File: config.mk
export PLATFORM = sky130hd
export DESIGN_NAME = pe_mac_stream
export DESIGN_NICKNAME = d
export VERILOG_FILES = /design/src/rtl/pe_pkg.sv /design/src/rtl/pe_mult_stage.sv /design/src/rtl/pe_mac_stream.sv
export SDC_FILE = /design/constraint.sdc
export NUM_CORES = 1
export LEC_CHECK = 0
export CELL_PAD_IN_SITES_DETAIL_PLACEMENT = 0
export CELL_PAD_IN_SITES_GLOBAL_PLACEMENT = 1
export CORE_MARGIN = 2
export CORE_UTILIZATION = 30
export CTS_BUF_LIST = sky130_fd_sc_hd__clkbuf_16
export CTS_CLUSTER_SIZE = 12
export DETAILED_ROUTE_END_ITERATION = 8
export PLACE_DENSITY = 0.65
export REMOVE_ABC_BUFFERS = 1
export SYNTH_ARGS = -nofsm -noshare
export SYNTH_HDL_FRONTEND = slang
export SYNTH_HIERARCHICAL = 1
export SYNTH_SLANG_ARGS = --single-unit
File: constraint.sdc
create_clock -name clk -period 3.36 [get_ports clk]
set_input_delay 0.672 -clock clk [delete_from_list [all_inputs] [get_ports clk]]
set_output_delay 0.672 -clock clk [all_outputs]
set_load 0.02 [all_outputs]
File: src/rtl/pe_pkg.sv
// Shared types and helpers for the streaming MAC processing element.
// Provides the run-tracking FSM state type and the accumulator clamp limits
// used when the design is built with PE_SAT_EN defined.
package pe_pkg;

  typedef enum logic {
    PE_IDLE  = 1'b0,
    PE_ACCUM = 1'b1
  } pe_state_e;

  // Widest accumulator the limit helpers can describe.
  localparam int MAX_ACC_W = 128;

  // Largest representable accumulator value for width w.
  function automatic logic [MAX_ACC_W-1:0] acc_max(input int w, input bit sgn);
    logic [MAX_ACC_W-1:0] m;
    m = '0;
    for (int i = 0; i < MAX_ACC_W; i++) begin
      if (i < (sgn ? w - 1 : w)) m[i] = 1'b1;
    end
    return m;
  endfunction

  // Smallest representable accumulator value for width w (zero when unsigned).
  function automatic logic [MAX_ACC_W-1:0] acc_min(input int w, input bit sgn);
    logic [MAX_ACC_W-1:0] m;
    m = '0;
    for (int i = 0; i < MAX_ACC_W; i++) begin
      if (sgn && (i == w - 1)) m[i] = 1'b1;
    end
    return m;
  endfunction

endpackage

File: src/rtl/pe_mult_stage.sv
// Stage 1 of the MAC PE: registered multiplier plus first/last flag pipe.
// The product is extended to the accumulator width (sign- or zero-extended
// per SIGNED). The stage holds its contents while stage 2 is stalled.
module pe_mult_stage
  import pe_pkg::*;
#(
  parameter int DATA_W = 16,
  parameter int ACC_W  = 40,
  parameter int SIGNED = 1
) (
  input  logic              clk,
  input  logic              rst_n,
  input  logic              clr,
  input  logic              stall,
  input  logic              accept,
  input  logic [DATA_W-1:0] a,
  input  logic [DATA_W-1:0] b,
  input  logic              first,
  input  logic              last,
  output logic              p_valid,
  output logic [ACC_W-1:0]  p_q,
  output logic              p_first,
  output logic              p_last
);

  localparam bit SGN   = (SIGNED != 0);
  localparam int PW    = 2 * DATA_W;
  localparam int EXT_W = ACC_W - PW;

  logic [PW-1:0]    a_ext, b_ext, prod;
  logic [ACC_W-1:0] prod_ext;

  // Extending both operands to the full product width lets one unsigned
  // multiplier produce the correct low bits for either signedness.
  assign a_ext = {{DATA_W{SGN & a[DATA_W-1]}}, a};
  assign b_ext = {{DATA_W{SGN & b[DATA_W-1]}}, b};
  assign prod  = a_ext * b_ext;

  if (EXT_W > 0) begin : g_ext
    assign prod_ext = {{EXT_W{SGN & prod[PW-1]}}, prod};
  end else begin : g_noext
    assign prod_ext = prod[ACC_W-1:0];
  end

  // Product/flag register: flush on clr, hold on stall, else load accepted pair.
  // NOTE: state registers use non-blocking (<=) so every flop samples pre-edge values.
  always_ff @(posedge clk or negedge rst_n) begin
    if (!rst_n) begin
      p_valid <= 1'b0;
      p_q     <= '0;
      p_first <= 1'b0;
      p_last  <= 1'b0;
    end else if (clr) begin
      p_valid <= 1'b0;
    end else if (!stall) begin
      p_valid <= accept;
      if (accept) begin
        p_q     <= prod_ext;
        p_first <= first;
        p_last  <= last;
      end
    end
  end

endmodule

File: src/rtl/pe_mac_stream.sv
// Streaming multiply-accumulate PE: operand pairs in over valid/ready,
// registered multiply, run accumulation delimited by first/last, and a held
// result output with backpressure.
// Optional feature macro: PE_SAT_EN (saturating accumulate + sticky out_ovf).
module pe_mac_stream
  import pe_pkg::*;
#(
  parameter int DATA_W = 16,
  parameter int ACC_W  = 40,
  parameter int SIGNED = 1
) (
  input  logic              clk,
  input  logic              rst_n,
  input  logic              clr,
  input  logic              in_valid,
  output logic              in_ready,
  input  logic [DATA_W-1:0] in_a,
  input  logic [DATA_W-1:0] in_b,
  input  logic              in_first,
  input  logic              in_last,
  output logic              out_valid,
  input  logic              out_ready,
  output logic [ACC_W-1:0]  out_acc,
  output logic              out_ovf
);

  if (ACC_W < 2 * DATA_W) begin : g_width_check
    $error("pe_mac_stream: ACC_W must be at least 2*DATA_W");
  end

  logic             p_valid, p_first, p_last;
  logic [ACC_W-1:0] p_q, acc, sum;
  logic             stall, accept, consume, start;
  pe_state_e        state, state_d;

  // A finished sum can only leave stage 2 when the output slot is free.
  assign stall    = p_valid & p_last & out_valid & ~out_ready;
  assign in_ready = ~stall & ~clr;
  assign accept   = in_valid & in_ready;
  assign consume  = p_valid & ~stall & ~clr;
  // A pair opens a new run when flagged first or when no run is open.
  assign start    = p_first | (state == PE_IDLE);

  pe_mult_stage #(
    .DATA_W(DATA_W),
    .ACC_W (ACC_W),
    .SIGNED(SIGNED)
  ) u_mult (
    .clk    (clk),
    .rst_n  (rst_n),
    .clr    (clr),
    .stall  (stall),
    .accept (accept),
    .a      (in_a),
    .b      (in_b),
    .first  (in_first),
    .last   (in_last),
    .p_valid(p_valid),
    .p_q    (p_q),
    .p_first(p_first),
    .p_last (p_last)
  );

`ifdef PE_SAT_EN
  localparam bit                 SGN      = (SIGNED != 0);
  localparam logic [MAX_ACC_W-1:0] MAX_FULL = acc_max(ACC_W, SGN);
  localparam logic [MAX_ACC_W-1:0] MIN_FULL = acc_min(ACC_W, SGN);
  localparam logic [ACC_W-1:0]   ACC_MAX  = MAX_FULL[ACC_W-1:0];
  localparam logic [ACC_W-1:0]   ACC_MIN  = MIN_FULL[ACC_W-1:0];

  logic [ACC_W-1:0] base;
  logic [ACC_W:0]   raw;
  logic             clamp_hi, clamp_lo, ovf_q, run_ovf;

  // Saturating add: detect overflow of the chosen number format and clamp.
  // NOTE: every combinational output gets a default first so no latch is inferred.
  always_comb begin
    base = start ? '0 : acc;
    raw  = {1'b0, base} + {1'b0, p_q};
    if (SGN) begin
      clamp_hi = ~base[ACC_W-1] & ~p_q[ACC_W-1] &  raw[ACC_W-1];
      clamp_lo =  base[ACC_W-1] &  p_q[ACC_W-1] & ~raw[ACC_W-1];
    end else begin
      clamp_hi = raw[ACC_W];
      clamp_lo = 1'b0;
    end
    sum     = clamp_hi ? ACC_MAX : (clamp_lo ? ACC_MIN : raw[ACC_W-1:0]);
    run_ovf = (~start & ovf_q) | clamp_hi | clamp_lo;
  end
`else
  // Wrap-around add modulo 2^ACC_W.
  always_comb begin
    sum = start ? p_q : (acc + p_q);
  end

  assign out_ovf = 1'b0;
`endif

  // Run FSM next state: a consumed last pair closes the run, any other opens/keeps it.
  always_comb begin
    state_d = state;
    if (clr) begin
      state_d = PE_IDLE;
    end else if (consume) begin
      state_d = p_last ? PE_IDLE : PE_ACCUM;
    end
  end

  // Run FSM state register.
  always_ff @(posedge clk or negedge rst_n) begin
    if (!rst_n) state <= PE_IDLE;
    else        state <= state_d;
  end

  // Accumulator and held result: retire on handshake, reload on a consumed last pair.
  always_ff @(posedge clk or negedge rst_n) begin
    if (!rst_n) begin
      acc       <= '0;
      out_valid <= 1'b0;
      out_acc   <= '0;
`ifdef PE_SAT_EN
      ovf_q     <= 1'b0;
      out_ovf   <= 1'b0;
`endif
    end else if (clr) begin
      acc       <= '0;
      out_valid <= 1'b0;
`ifdef PE_SAT_EN
      ovf_q     <= 1'b0;
      out_ovf   <= 1'b0;
`endif
    end else begin
      if (out_valid && out_ready) out_valid <= 1'b0;
      if (consume) begin
        if (p_last) begin
          out_acc   <= sum;
          out_valid <= 1'b1;
          acc       <= '0;
`ifdef PE_SAT_EN
          out_ovf   <= run_ovf;
          ovf_q     <= 1'b0;
`endif
        end else begin
          acc       <= sum;
`ifdef PE_SAT_EN
          ovf_q     <= run_ovf;
`endif
        end
      end
    end
  end

endmodule

# [Word level (Yosys, flattened, before mapping)]
# Index checks and enable logic that the tools add are counted.
[word_totals] in_bits=39 regBits=117 elab_cells=40 output_inout_bits=43
[op_classes] bitwise=12 reduce_logical=4 n_eq_ne=1 addsub=1 mul=1 muxes=13
[op_table] cell="2-to-1 mux 40 bit" n=4
[op_table] cell="adder 40 bit" n=1
[op_table] cell="multiplier 16 x 16 -> 32 bit" n=1
[op_table] cell="2-to-1 mux 1 bit" n=9
[op_table] cell="AND 1 bit" n=7
[op_table] cell="AND reduction 3 bit" n=2
[op_table] cell="inverter 1 bit" n=4
[op_table] cell="inequality test 2 bit, second input constant" n=1
[op_table] cell="nonzero test 2 bit" n=1
[op_table] cell="logical AND 1 bit" n=1
[op_table] cell="bitwise OR 1 bit" n=1

# [Longest topological paths before layout]
# Gate-level depths: netlist (run 1).
[depth] ltp_word=8 ltp_mapped=24 mapped_depth_nobuf=22

# [Hierarchy]
# Netlist (run 1), hierarchy kept.
[modules_own_cells] module="pe_mult_stage" area_each_um2=11323.4 seq_area_each_um2=875.8 cells_each=1240 instances=1
[modules_own_cells] module="pe_mac_stream" area_each_um2=5756.8 seq_area_each_um2=2052.0 cells_each=665 instances=1

# [Least setup slack after synthesis (run 1)]
# No wires, ideal clock.
[synth_timing] path_kind="in2reg" startpoint="input in_a[15]" endpoint="register u_mult/p_q[31] (netlist name)" slack_ns=-2.673 n_path_buf=1 t_arrival_ns=5.904 path_stages=19 path_cell_list="clkbuf_1 -> nand2_1 -> fa_1 -> inv_1 -> fa_1 -> fa_1 -> fa_1 -> fa_1 -> inv_1 -> fa_1 -> inv_1 -> ha_1 -> a21oi_1 -> o21ai_0 -> a221oi_2 -> o221ai_1 -> a41oi_1 -> xnor2_1 -> o21ai_1"
[synth_via] elab_chain_cells=1
[synth_rtl] item="start, declared" line="pe_mac_stream.sv:17" text="input logic [DATA_W-1:0] in_a,"
[synth_rtl] item="multiplier 16 x 16 -> 32 bit" line="pe_mult_stage.sv:37" text="assign prod = a_ext * b_ext;"
# No other way between the ends.
# A chain may end at the register's enable or synchronous reset.

# [Worst setup path in the final report (run 1)]
[layout_timing] startpoint="input in_b[4]" endpoint="register u_mult.p_q[30]"
[layout_via] elab_chain_cells=1
[layout_rtl] item="start, declared" line="pe_mac_stream.sv:18" text="input logic [DATA_W-1:0] in_b,"
[layout_rtl] item="multiplier 16 x 16 -> 32 bit" line="pe_mult_stage.sv:37"
[layout_rtl] item="end signal, assigned" line="pe_mult_stage.sv:58" text="p_q <= prod_ext;"
[layout_rtl] item="end, declared" line="pe_mult_stage.sv:21" text="output logic [ACC_W-1:0] p_q,"
# No other way between the ends.

==> flow_summary.ini, run 1 <==
[logic_synthesis]
synth.most_common_cell = inv_1
synth_common_cells = 316 x inv_1, 286 x nand2_1, 263 x fa_1
netlist_top_cells_area = fa_1 31%, dfrtp_1 17%, ha_1 8.9%
async_flop_share = 1.000
synth_top_area_cell = fa_1
yosysTopAreaCellShare = 0.3083
synth_cells = 1905
yosysWarnings = 6
synth-seq-area-share = 0.1714
ys_ff_latch = 117
synthFlopType = dfrtp_1
synth_cell_types = 83
synth_edf_count = 0
synthesis.area_um2 = 17080
syn_area_per_cell_um2 = 8.966

[worst_setup_path]
cpLargestDelayFamily = adder cells
worst-path-buf-inv = 4
reg2reg_slack_ps = 270
critPathMaxFanout = 4
required_ps = 3700
path_cells = buf_8, buf_6, and2_4, fa_1, inv_2, fa_1, fa_1, fa_1, inv_1, fa_1, fa_1, ha_4, a21oi_4, or2b_4, o22ai_4, nor3_4, o2111ai_2, a21oi_2, o31a_1, o31ai_1
crit_top_cell = fa_1
arrival_ps = 6080
critPathKind = in -> reg
end_kind = register
worstSetupStartpointType = input pin
critPathMaxStageDelay_ps = 590
crit_path_top_delay_cell = fa_1

[status]
status = finished with violations
failed_checks = negative setup slack

[die]
rows = 87
dieHeight_um = 242.6
die-area_um2 = 58860
io_pins = 82
initial_core_util = 0.3029
fp.dieW_um = 242.6
core-area_um2 = 56390

[drt]
ant_nets = 0
drtIter0Drc = 579
dr.pass1.iters = 5
wl_um = 47750
drc = 0
vias = 13690
wl_per_cell_um = 16.01
via_per_inst = 4.591

[sta]
period_minus_slack_ps = 5739
skew_ps = 8.468
hold_viol_final = 0
slew_headroom = 0.3248
timing.final.ws_setup_ps = -2379
rsz0062_at_grt = yes
worstMarginPinSlew_ps = 1013
tns_ps = -48810
drv_slew = 0
max_freq_mhz = 174.3
fin_crit_sh = 1.708
timing.final.setup_violations = 27

[layout]
layout.nets = 2636
seq_area_um2 = 2928
fin_area_um2 = 22660
fillCellCount = 5705
area_delta_synth_final_pct = 32.67
antenna_cells = 0
multi_input_comb_area_um2 = 13570
drive_gt1_frac = 0.2628

[clock_tree]
ctsHoldBuffers = 0
cts.clk_slew.worst_paths_ps = 60
cts_sinks = 117
clock_path_buffers = 2
cts_tree = built
h-tree-depth = 4
insertion_delay_ps = 430
cts_made_buffers = 17
clockRootBuffer = clkbuf_16

[job]
max_cap_violations = 0

[place]
place_area_um2 = 20240
gp_congestion = 0.8432
dp_hpwl_um = 37700
io_buffers = 80
post-place-ws_ps = -3426

[global_routing]
grt_pass1_wl_um = 78870
antenna_found_initial = 0
grt_use_total = 0.1658
grt_max_degree = 57
grt-ovfl-total = 0
grt_pass1_vias = 14990

[worst_hold_path]
hold_class = in -> async
==> placed cells by master (no fill, tap or decap), types with 11 or more instances in the layout <==
master,synthesis,routed
o21ai_0,96,72
ha_4,0,25
nor2_1,63,56
nor3_1,16,15
and2_4,0,31
dfrtp_1,117,117
clkdlybuf4s50_1,0,48
nand2_2,0,19
inv_2,0,25
nand3_1,30,25
a21oi_2,3,11
inv_1,316,292
fa_2,0,26
buf_12,0,14
clkbuf_16,0,17
and2_1,129,98
mux2i_1,11,11
xor2_1,26,26
buf_6,3,62
a21o_1,29,29
o21ai_1,17,36
buf_4,16,218
fa_1,263,237
xnor2_1,41,34
nand2_1,286,261
a22o_1,14,14
ha_1,121,90
a21oi_1,76,62
==> final cells by class <==
class | instances | share of cell area
Clock buffer | 17 | 0.01877
Clock inverter | 15 | 0.005466
Inverter | 316 | 0.05256
Multi-Input combinational cell | 1387 | 0.5987
Sequential cell | 117 | 0.1292
Tap cell | 756 | 0.04174
Timing Repair Buffer | 374 | 0.1536
==> final timing paths <==
path	startpoint	to	cells after the start
worst min-delay path	rst_n	out_acc[9]$_DFFE_PN0P_	1
worst max register to register	u_mult/p_q[10]$_DFFE_PN0P_	out_acc[29]$_DFFE_PN0P_	10
worst max-delay path	in_b[4]	u_mult/p_q[30]$_DFFE_PN0P_	20
min in group clk	out_acc[24]$_DFFE_PN0P_	out_acc[24]$_DFFE_PN0P_	2
worst min register to register	out_acc[24]$_DFFE_PN0P_	out_acc[24]$_DFFE_PN0P_	2
max in group asynchronous	rst_n	out_acc[33]$_DFFE_PN0P_	2
==> registers in the layout, indices dropped and copies added, names as in the netlist <==
register / cells
u_mult/p_q: 32
u_mult/p_last: 1
state: 1
out_acc: 40
acc: 40
u_mult/p_first: 1
u_mult/p_valid: 1
out_valid: 1
==> routing by layer <==
layer,part of all wire,global-route usage,vias to the layer above
met5,0,0,-
met4,0.020,0.04890,0
met3,0.025,0.01183,52
met2,0.50,0.2956,219
met1,0.46,0.2151,6725
li1,-,-,6694
==> stage by stage <==
stage          utilization  std cells  hold slack (ps)
6_report            0.4019       2982            250.2
5_1_grt             0.4019       2982            296.2
4_1_cts             0.3972       2977            264.6
3_5_place_dp        0.3590       2875            463.2
3_3_place_gp        0.3590       2875            461.1
2_1_floorplan            -       1820            376.4
==> worst reg2reg max path, delay by kind of cell (launching register included) <==
kind / cells / cell delay, ps
AO/OA/AOI/OAI: 6 / 1480
AND/OR/NAND/NOR: 1 / 160
adder cells (fa/ha/maj): 1 / 460
multiplexers: 1 / 310
flip-flops: 1 / 420
XOR/XNOR: 1 / 160
==> cells by family (layout without fill, tap and decap cells) <==
group / Yosys count / count (layout) / share of synthesized area
fa+ha+maj: 384 / 384 / 0.3969
flops: 117 / 117 / 0.1714
compound gates: 340 / 340 / 0.1334
other cells: 1 / 1 / 0.0002196
mux: 14 / 14 / 0.008424
buf+inv: 401 / 722 / 0.09413
xor+xnor: 67 / 67 / 0.03436
simple gates: 581 / 581 / 0.1612
==> timing repair <==
item	CTS	global route
resized for setup	370	101
pin swaps	157	83
buffers inserted	69	15
cloned	6	0
setup endpoints to repair	28	30
Power of run 1 is left out: the tool's default activity adds up to more than one toggle a clock period on the data nets, which glitch-free logic cannot reach.
==> run 2, diff against run 1 <==
TNS_END_PERCENT = 5   (was unset)
==> run 2 against run 1 <==
The run still ends with negative setup slack left. Via count shrank 1.0%. Routed wire length shrank 2.3%. Worst setup slack lost 5.1 ps. Cell area shrank 2.5%. Flip-flop and latch count is the same. Cell count shrank 0.77%. Critical path depth grew 2. Die area is the same. First-iteration DRC count grew 0.35%.
==> flow_summary.ini, run 2 (synthesized netlist as in run 1, its figures left out) <==
[status]
status = finished with violations
failed_checks = negative setup slack

[layout]
drive_gt1_frac = 0.2233
seq_area_um2 = 2928
fin_cells = 2959
reg_top3 = acc: 40 flops, out_acc: 40 flops, u_mult/p_q: 32 flops
area_delta_synth_final_pct = 29.32
layout.nets = 2613
layout_commonest_cell = inv_1
antenna_cells = 0
fillCellCount = 5773
final_cell_mix = 294 x inv_1, 273 x nand2_1, 244 x fa_1, 222 x buf_4, 117 x dfrtp_1
fin_area_um2 = 22090
multi_input_comb_area_um2 = 13270

[worst_setup_path]
r2r-end = acc[30]$_DFFE_PN0P_
critPathMaxFanout = 7
critPathKind = in -> reg
reg2reg_slack_ps = 260
reg2reg_depth = 12
r2r_start = u_mult/p_q[0]$_DFFE_PN0P_
arrival_ps = 6060
required_ps = 3680
worstSetupStartpointType = input pin
end_kind = register

[drt]
dr.pass1.iters = 5
via_per_inst = 4.580
vias = 13550
drtIter0Drc = 581
wl_um = 46660
drc = 0
wl_per_cell_um = 15.77
ant_nets = 0

[job]
max_cap_violations = 0

[place]
io_buffers = 80
dp_cells = 2875
gp_congestion = 0.8432
dp_hpwl_um = 37700
place_area_um2 = 20240

[clock_tree]
cts_made_buffers = 17
h-tree-depth = 4
cts.clk_slew.worst_paths_ps = 60
cts_tree = built
clockRootBuffer = clkbuf_16
cts_sinks = 117
insertion_delay_ps = 430
clock_path_buffers = 2

[sta]
drv_slew = 0
rsz0062_at_grt = yes
skew_ps = 9.337
holdWs_ps = 249.4
slew_headroom = 0.3389
fin_crit_sh = 1.709
max_freq_mhz = 174.1
worstMarginPinSlew_ps = 991.6
timing.final.ws_setup_ps = -2384
period_minus_slack_ps = 5744
timing.final.setup_violations = 27
hold_viol_final = 0

[die]
initial_core_util = 0.3029
dieHeight_um = 242.6
core-area_um2 = 56390
io_pins = 82
fp.dieW_um = 242.6
die-area_um2 = 58860
rows = 87

[global_routing]
grt_max_degree = 57
grt_pass1_wl_um = 76800
grt-ovfl-total = 0
grt_use_total = 0.1607
antenna_found_initial = 0
grt_pass1_vias = 14600

[worst_hold_path]
hold_class = in -> async
[run 2: changes by cell type in the layout (fill, tap and decap cells not counted), moves of 10 or more]
cell / before / now
buf_6: 62 / 30
and2_1: 98 / 108
dlymetal6s2s_1: 0 / 10
and2_4: 31 / 21
o21ai_0: 72 / 84
nand2_2: 19 / 9
nand2_1: 261 / 273
o21ai_1: 36 / 26
[run 2: critical path, cell delays in order]
cell and delay (ps):
dlygate4sd2_1 240, buf_6 140, and2_4 140, fa_1 540, inv_2 40, fa_1 510
fa_2 560, inv_2 40, fa_2 470, fa_1 510, inv_2 40, fa_1 510
inv_2 40, ha_4 260, and4_4 220, and2_4 140, and4_4 240, nand3_4 80
o221ai_4 270, a41oi_2 170, xnor2_1 160, o21ai_1 80
[run 2: worst max-delay path by stage]
stage,from,to,slack [ps],cells past startpoint
after global placement,in_b[3],u_mult/p_q[29]$_DFFE_PN0P_,-3300,20
final,in_a[12],u_mult/p_q[31]$_DFFE_PN0P_,-2380,22
after detailed placement,in_b[3],u_mult/p_q[29]$_DFFE_PN0P_,-3430,22
after floorplan,in_a[15],u_mult/p_q[31]$_DFFE_PN0P_,-2460,19
after global routing,in_a[5],u_mult/p_q[26]$_DFFE_PN0P_,-2560,21
after CTS,in_b[10],u_mult/p_q[31]$_DFFE_PN0P_,-2520,21
[run 2: repair_timing]
action	in CTS	in global routing
pin swaps	63	106
resized for setup	124	158
endpoints found under the hold margin	0	0
endpoints found under the setup margin	28	30
cloned	3	2
hold buffers	0	0
setup buffers	20	28
[run 2: layout make-up]
class	count	area share
clock buffer	17	0.01926
clock inverter	15	0.005608
inverter	316	0.05381
multi-input combinational	1387	0.6006
sequential	117	0.1325
tap	756	0.04282
timing repair buffer	351	0.1453
[run 2: per-layer routing]
metal  vias up  GRT usage  wire length [um]
li1       6642          -                 -
met1      6689     0.2138             21760
met2       184     0.2856             23210
met3        36    0.01017               970
met4         0    0.03735               727
met5         -          0                 0
[run 2: per-stage QoR]
step,util,setup slack [ps],setup TNS (ps)
floorplan,-,-2458,-48490
global placement,0.3590,-3302,-75530
detailed placement,0.3590,-3426,-77550
CTS,0.3795,-2518,-55600
global route,0.3917,-2560,-55650
finish,0.3917,-2384,-50610
Power of run 2 is left out for the same reason.
==> run 3, diff against run 2 <==
CTS_BUF_LIST = sky130_fd_sc_hd__clkbuf_4   (was sky130_fd_sc_hd__clkbuf_16)
==> run 3 against run 2 <==
The run still ends with negative setup slack left. Clock-buffer cell count is 3 higher. Routed wire length is 1.4% higher. Via count is 1.8% higher. Register-to-register slack hardly changed. Cell count is 0.91% higher. First-iteration DRC count is 12% higher. Critical endpoint is now u_mult/p_q[20]$_DFFE_PN0P_.
==> flow_summary.ini, run 3 (synthesized netlist as in run 1, its figures left out) <==
[status]
status = finished with violations
failed_checks = negative setup slack

[drt]
dr.pass1.iters = 5
drtIter0Drc = 648
via_per_inst = 4.621
ant_nets = 0
wl_per_cell_um = 15.84
drc = 0
wl_um = 47300
vias = 13800

[layout]
seq_area_um2 = 2928
fillCellCount = 5795
final_util = 0.3910
fin_cells = 2986
drive_gt1_frac = 0.2387
reg_top3 = acc: 40 flops, out_acc: 40 flops, u_mult/p_q: 32 flops
multi_input_comb_area_um2 = 13200
layout.nets = 2639
area_delta_synth_final_pct = 29.08
fin_area_um2 = 22050
layout_commonest_cell = inv_1
final_cell_mix = 299 x inv_1, 264 x nand2_1, 242 x fa_1, 233 x buf_4, 117 x dfrtp_1

[worst_setup_path]
critPathKind = in -> reg
critPathMaxStageDelay_ps = 560
reg2reg_slack_ps = 250
critPathMaxFanout = 4
required_ps = 3880
arrival_ps = 6080
crit_top_cell = fa_1
r2r_start = u_mult/p_q[0]$_DFFE_PN0P_
crit_path_top_delay_cell = fa_1
cpLargestDelayFamily = adder cells
worst-path-buf-inv = 6
worstSetupStartpointType = input pin
end_kind = register
path_cells = buf_8, buf_6, and2_4, fa_1, inv_2, fa_1, fa_1, inv_1, fa_1, fa_1, inv_2, fa_1, inv_1, ha_2, nor3_2, nand2_2, a2111oi_4, nor3_4, o21a_1, o21a_1, or3_1, nand3_1
crit_start = in_b[4]

[die]
initial_core_util = 0.3029
io_pins = 82
rows = 87
fp.dieW_um = 242.6
core-area_um2 = 56390
die-area_um2 = 58860
dieHeight_um = 242.6

[global_routing]
grt_pass1_vias = 14800
grt_pass1_wl_um = 78200
grt-ovfl-total = 0
antenna_found_initial = 1
grt_max_degree = 57
grt_use_total = 0.1645

[place]
io_buffers = 80
place_area_um2 = 20240
dp_hpwl_um = 37700
gp_congestion = 0.8432
dp_cells = 2875

[sta]
timing.final.setup_violations = 27
worstMarginPinSlew_ps = 1000
max_freq_mhz = 179.7
rsz0062_at_grt = yes
timing.final.ws_setup_ps = -2205
skew_ps = 19.06
drv_slew = 0
period_minus_slack_ps = 5565
fin_crit_sh = 1.656
slew_headroom = 0.3332
hold_viol_final = 0

[worst_hold_path]
hold_class = in -> async

[clock_tree]
ctsHoldBuffers = 0
cts_tree = built
cts_made_buffers = 17
insertion_delay_ps = 590
cts_sinks = 117
clockRootBuffer = clkbuf_4
cts.clk_slew.worst_paths_ps = 110
clock_path_buffers = 2
h-tree-depth = 4

[job]
max_cap_violations = 0
[run 3: cell types whose count changed in the layout (fill, tap and decap cells not counted), sizes merged]
cell	delta
bufbuf	+4
clkdlybuf4s15	+3
clkbuf	-2
diode	+1
dlymetal6s2s	-10
inv	-3
buf	+34
[run 3: area by class of cell]
type	instances	share of cell area
Sequential cell	117	0.1328
Tap cell	756	0.04290
Multi-Input combinational cell	1387	0.5986
Antenna cell	1	0.0001135
Clock inverter	12	0.005108
Timing Repair Buffer	377	0.1598
Inverter	316	0.05391
Clock buffer	20	0.006810
[run 3: stage by stage]
step                TNS (ps)  setup slack [ps]  hold slack, ps
floorplan             -48490             -2458           376.4
global placement      -75530             -3302           461.1
detailed placement    -77550             -3426           463.2
CTS                   -44390             -2098           42.98
global route          -50620             -2363           86.74
finish                -46530             -2205           81.17
[run 3: final timing paths]
check	end	depth (start not counted)
min in group clk	out_acc[24]$_DFFE_PN0P_	2
max	u_mult/p_q[20]$_DFFE_PN0P_	22
min reg2reg	out_acc[24]$_DFFE_PN0P_	2
max in group asynchronous	acc[31]$_DFFE_PN0P_	2
max reg2reg	acc[30]$_DFFE_PN0P_	12
min	out_acc[5]$_DFFE_PN0P_	1
[run 3: repair_timing]
action                                  4_1_cts  5_1_grt
hold endpoints to repair                      0        0
pin swaps                                   165       45
setup buffers                                59       16
endpoints found under the setup margin       27       28
gates resized for setup                     305       38
gates cloned                                  7        0
[run 3: routing by layer]
metal / wire (um) / global-route usage
met5: 0 / 0
met4: 1125 / 0.05323
met3: 1306 / 0.01172
met2: 23290 / 0.2909
met1: 21580 / 0.2135
Power of run 3 is left out for the same reason.
